[config.mk]
export PLATFORM = sky130hd
export DESIGN_NAME = adder_chk_capture
export DESIGN_NICKNAME = d
export VERILOG_FILES = /design/src/rtl/adder_chk_pkg.sv /design/src/rtl/adder_chk_capture.sv
export SDC_FILE = /design/constraint.sdc
export NUM_CORES = 1
export LEC_CHECK = 0
export CAP_MARGIN = 40
export CORE_ASPECT_RATIO = 1.2
export CORE_MARGIN = 2
export CORE_UTILIZATION = 24
export CTS_CLUSTER_DIAMETER = 60
export DETAILED_ROUTE_END_ITERATION = 16
export PLACE_DENSITY = 0.42
export SYNTH_ARGS = -nofsm -noshare
export SYNTH_HDL_FRONTEND = slang
export SYNTH_SLANG_ARGS = --single-unit
export TNS_END_PERCENT = 20
[constraint.sdc]
create_clock -name clk -period 2.9 [get_ports clk]
set_input_delay 0.725 -clock clk [delete_from_list [all_inputs] [get_ports clk]]
set_output_delay 0.725 -clock clk [all_outputs]
set_load 0.01 [all_outputs]
[src/rtl/adder_chk_pkg.sv]
// Shared types and constants for the adder self-check stage.
//   state_t        : top-level run state
//   DEF_*          : default block parameters
//   calc_expected  : reference sum, one bit wider than the operands
package adder_chk_pkg;

    typedef enum logic [1:0] {
        IDLE = 2'd0,
        RUN  = 2'd1,
        DONE = 2'd2
    } state_t;

    localparam int DEF_WIDTH       = 4;
    localparam int DEF_NUM_VECTORS = 256;
    localparam int DEF_COUNT_W     = 9;

    // Works on 32-bit containers so any WIDTH up to 32 can share it; the
    // caller zero-extends operands in and truncates to WIDTH+1 bits out.
    function automatic logic [32:0] calc_expected(input logic [31:0] a,
                                                  input logic [31:0] b);
        return {1'b0, a} + {1'b0, b};
    endfunction

endpackage

[src/rtl/adder_chk_capture.sv]
// Compare register and first-mismatch capture.
//   clk, rst_n        : clock, async active-low reset
//   i_clear           : start of a new run; drops pending compare and capture
//   i_load            : a tuple transfers this cycle
//   i_a, i_b, i_sum   : transferred tuple
//   o_retire          : registered tuple is compared this cycle
//   o_mismatch        : registered tuple failed (qualified by o_retire)
//   o_first_bad_*     : captured first failing tuple and its valid flag
module adder_chk_capture
    import adder_chk_pkg::*;
#(
    parameter int WIDTH = DEF_WIDTH
) (
    input  logic             clk,
    input  logic             rst_n,
    input  logic             i_clear,
    input  logic             i_load,
    input  logic [WIDTH-1:0] i_a,
    input  logic [WIDTH-1:0] i_b,
    input  logic [WIDTH:0]   i_sum,
    output logic             o_retire,
    output logic             o_mismatch,
    output logic             o_first_bad_valid,
    output logic [WIDTH-1:0] o_first_bad_a,
    output logic [WIDTH-1:0] o_first_bad_b,
    output logic [WIDTH:0]   o_first_bad_sum
);

    logic             r_vld;
    logic [WIDTH-1:0] r_a;
    logic [WIDTH-1:0] r_b;
    logic [WIDTH:0]   r_sum;
    logic             r_fb_vld;
    logic [WIDTH-1:0] r_fb_a;
    logic [WIDTH-1:0] r_fb_b;
    logic [WIDTH:0]   r_fb_sum;

    logic [WIDTH:0]   w_exp;
    logic             w_mis;

    assign w_exp = (WIDTH+1)'(calc_expected(32'(r_a), 32'(r_b)));
    assign w_mis = r_vld && (r_sum != w_exp);

    always_ff @(posedge clk or negedge rst_n) begin
        if (!rst_n) begin
            r_vld    <= 1'b0;
            r_a      <= '0;
            r_b      <= '0;
            r_sum    <= '0;
            r_fb_vld <= 1'b0;
            r_fb_a   <= '0;
            r_fb_b   <= '0;
            r_fb_sum <= '0;
        end else if (i_clear) begin
            r_vld    <= 1'b0;
            r_fb_vld <= 1'b0;
            r_fb_a   <= '0;
            r_fb_b   <= '0;
            r_fb_sum <= '0;
        end else begin
            // Stage valid follows the handshake every cycle so a retired
            // tuple is never compared twice.
            r_vld <= i_load;
            if (i_load) begin
                r_a   <= i_a;
                r_b   <= i_b;
                r_sum <= i_sum;
            end
            if (w_mis && !r_fb_vld) begin
                r_fb_vld <= 1'b1;
                r_fb_a   <= r_a;
                r_fb_b   <= r_b;
                r_fb_sum <= r_sum;
            end
        end
    end

    assign o_retire          = r_vld;
    assign o_mismatch        = w_mis;
    assign o_first_bad_valid = r_fb_vld;
    assign o_first_bad_a     = r_fb_a;
    assign o_first_bad_b     = r_fb_b;
    assign o_first_bad_sum   = r_fb_sum;

endmodule

Yosys cells after proc, flatten, opt, wreduce, memory -nomap -nowiden --
Index checks and enable logic that the tools add are counted.
Storage, ports and cells: memories 0, register bits after elaboration 28, bits of input ports 17, bits in writable memories 0, latch bits 0, bits in read-only memories 0, logic and storage cells 25, output and inout port bits 16
Operators by class: shifts and indexed selects 0, div/mod/pow operators 0, $lt $le $gt $ge 0, mux-type cells 9, bitwise logic cells 1, $mul 0, equal/unequal tests 1, $add $sub $neg 1, reduce and logical (&&, ||, !) cells 5
Operator list (number):
- $mux 4 | 4
- $mux 5 | 2
- $add 4x4->5 | 1
- $ne 5x5->1 | 1
- $mux 1 | 3
- $logic_and 1x1->1 | 2
- $reduce_and 2->1 | 1
- $reduce_bool 2->1 | 1
- $logic_not 1->1 | 1
- $not 1->1 | 1

Longest topological paths before layout --
word-level depth 6, gate-level depth with buffers 8, mapped depth without buffers 7

Worst setup path before layout --
No wires, ideal clock.
kind reg2out, start point reg r_a[0], end point out o_mismatch, required time 2.175 ns, stages on the path, launching flop included 7, path buffers 0, arrival time 1.773 ns, setup slack 0.402 ns, cell sequence dfrtp_1 -> ha_1 -> fa_1 -> a21o_1 -> a21oi_1 -> xor2_1 -> a31oi_1
Between the ends: cells in the longest elaborated chain, start to end 3
RTL lines:
- start: declaration | RTL line adder_chk_capture.sv:30 | logic [WIDTH-1:0] r_a;
- start signal: assignment | RTL line adder_chk_capture.sv:65 | r_a <= i_a;
- $add 4x4->5 | RTL line adder_chk_pkg.sv:21 | return {1'b0, a} + {1'b0, b};
- $ne 5x5->1 | RTL line adder_chk_capture.sv:42 | assign w_mis = r_vld && (r_sum != w_exp);
- $logic_and 1x1->1 | RTL line adder_chk_capture.sv:42
- end: declaration | RTL line adder_chk_capture.sv:22 | output logic o_mismatch,
No other way between the ends.

Final worst setup path --
start point reg r_b[0], end point out o_mismatch
Between the ends: cells in the longest elaborated chain, start to end 3
RTL lines:
- start: declaration | RTL line adder_chk_capture.sv:31 | logic [WIDTH-1:0] r_b;
- start signal: assignment | RTL line adder_chk_capture.sv:66 | r_b <= i_b;
- $add 4x4->5 | RTL line adder_chk_pkg.sv:21
- $ne 5x5->1 | RTL line adder_chk_capture.sv:42
- $logic_and 1x1->1 | RTL line adder_chk_capture.sv:42
No other way between the ends.

==> reports/qor.yml <==
outcome: "finished clean"
antenna-diode-count: 0
synthAdderAreaFrac_pct: 4.88
coreArea_um2: 5710
routedWlPerCell_um: 12.8
nets: 173
hp-class: "register to register"
fp.dieH_um: 88.7
drv_slew: 0
vdd_drop_max_mv: 0.181
gr-usage-all-layers_pct: 10.2
cap_violations: 0
cp-end-kind: "primary output"
dp_hpwl_um: 2210
synth_top_area_share_pct: 48.8
cp.required_ns: 2.17
synth_top_cell_by_area: "dfrtp_1"
cp-start-kind: "register"
antenna_found_initial: 0
tritoncts: "built"
port-buffer-count: 32
fin_total_pwr_mw: 1.07
path_max_fanout: 2
muxShareOfSynthArea_pct: 19.3
syn_to_final_growth_pct: 37.5
synth_compound_area_share_pct: 4.97
dieArea_um2: 6620
ant_nets: 0
syn_avg_cell_area_um2: 13.3
cts_num_sinks: 28
viasPerCell: 4.00
finalCriticalPeriod_ns: 2.81
fmax_mhz: 356
synth_nets: 130
slew_headroom_pct: 76.0
fin_crit_sh_pct: 96.8
worst_slack_ns: 0.0923
worst_pin_slew_ns: 0.361
min_path_cells: 1
cts_root_buf: "clkbuf_8"
start_util_pct: 25.2
via_count: 920
clk_path_buf_depth: 2
drtIter0Drc: 26
placementRows: 30
overflow: 0
synth-xor-area-share_pct: 4.27
grt_pass1_wl_um: 5080
drive_above_1_share_pct: 32.0
setup_viol: 0
synth_seq_cells: 28
cts_buffers: 3
grt_max_degree: 29
clk_pin_slew_ns: 0.10
ff2ff_path_depth: 10
seq_area_frac_synth_pct: 48.8
drtPass1Iterations: 2
pin_count: 33
die_w_um: 74.6
syn-instance-count: 108
h-tree-depth: 1
synth_area_leaders: "dfrtp_1 49%, mux2i_1 9.1%, or2b_2 7.9%, mux2_2 7.8%, nand2b_1 3.9%"
p_per_area_nw_per_um2: 542
critPathArrivalTime_ns: 2.08
rsz0062_at_grt: "true"
grt_pass1_vias: 1038
postRouteWirelength_um: 2950
synth_area_um2: 1440
finalClockSkew_ns: 0.00420
synth_cell_types: 24
mostFrequentLayoutCell: "clkdlybuf4s50_1"
clk_latency_ns: 0.28
dp_worst_setup_slack_ns: -0.157
synth_top_family_by_area: "multiplexers"
post-route-drc-count: 0
p_leak_nw: 0.820
crit_type: "register to primary output"
finalHoldViolCount: 0
gp_congestion: 0.727
yosys_warnings: 0
synth-simple-area-share_pct: 15.1
mostFrequentLayoutCells: "31 x clkdlybuf4s50_1, 28 x dfrtp_1, 13 x mux2i_1, 13 x or2b_2, 12 x buf_4"
-- per-layer routing --
layer / track usage, % / part of all wire [%] / wire length (um) / vias up
met4: 4.87 / 2.2 / 66 / 0
met2: 17.6 / 51 / 1490 / 18
met1: 12.6 / 44 / 1300 / 453
met5: 0 / 0 / 0 / -
li1: - / - / - / 444
met3: 1.14 / 2.9 / 84 / 5
-- power breakdown --
group          total [mW]  internal, mW  switching (mW)  leakage (nW)
registers           0.468         0.433          0.0344         0.356
logic               0.356         0.208           0.148         0.435
clock network       0.246         0.122           0.125        0.0288
-- path summary, 6_finish.rpt --
| kind | startpoint | to | slack [ns] |
|---|---|---|---|
| hold reg to reg | r_a[3] | r_a[3] | 0.54 |
| min in group asynchronous | rst_n | r_sum[4] | 0.82 |
| hold / removal | r_a[3] | r_a[3] | 0.54 |
| max in group asynchronous | rst_n | o_first_bad_valid | 1.82 |
| setup reg to reg | r_b[0] | o_first_bad_b[0] | 0.43 |
| setup / recovery | r_b[0] | o_mismatch | 0.09 |
-- cells by family (layout without fill, tap and decap cells) --
family | Yosys count | count (layout)
flops | 28 | 28
simple gates | 28 | 28
mux | 26 | 26
compound gates | 7 | 7
xor+xnor | 7 | 7
buf+inv | 7 | 49
fa+ha+maj | 5 | 5
-- worst max-delay path, cell delays in order, from the launching register on --
cell and delay [ns]:
dfrtp_1 0.39, ha_2 0.20, fa_2 0.37, a21o_1 0.18
a21oi_2 0.13, xor2_1 0.24, a31oi_2 0.14, buf_2 0.16
-- flip-flops by register name, summed over array words and instances, names as in the netlist --
register,flops
o_first_bad_valid,1
o_first_bad_sum,5
r_b,4
o_first_bad_a,4
o_first_bad_b,4
r_sum,5
o_retire,1
r_a,4
-- cell usage after synthesis (all sizes together) --
cell,n
dfrtp,28
or2b,17
mux2,13
mux2i,13
nand2b,9
clkbuf,4
ha,4
xnor2,4
xor2,3
a21o,2
a21oi,2
buf,2
a311oi,1
a31oi,1
fa,1
inv,1
nor2b,1
nor3,1
o21ba,1
-- through the flow --
stage	instance area, um2	utilization [%]	hold slack, ns	std cells	TNS (ns)
2_1_floorplan	1440	-	0.429	108	0
5_1_grt	1980	34.6	0.579	230	-0.0620
4_1_cts	1960	34.4	0.554	229	0
3_5_place_dp	1900	33.4	0.531	225	-0.157
3_3_place_gp	1900	33.4	0.515	225	-0.131
6_report	1980	34.6	0.545	230	0
-- layout make-up --
type	instances	area, um2
timing repair buffer	44	405
fill	608	3730
sequential	28	701
tap	80	100
multi-input combinational	73	711
clock buffer	4	55.1
inverter	1	3.75
-- what timing repair did --
item                                    4_1_cts  5_1_grt
resized for setup                             6        2
pin swaps                                     2        5
hold buffers                                  0        0
endpoints found under the setup margin        1        1
setup buffers                                 0        1
Note: power is estimated with default switching activity, not from simulation.
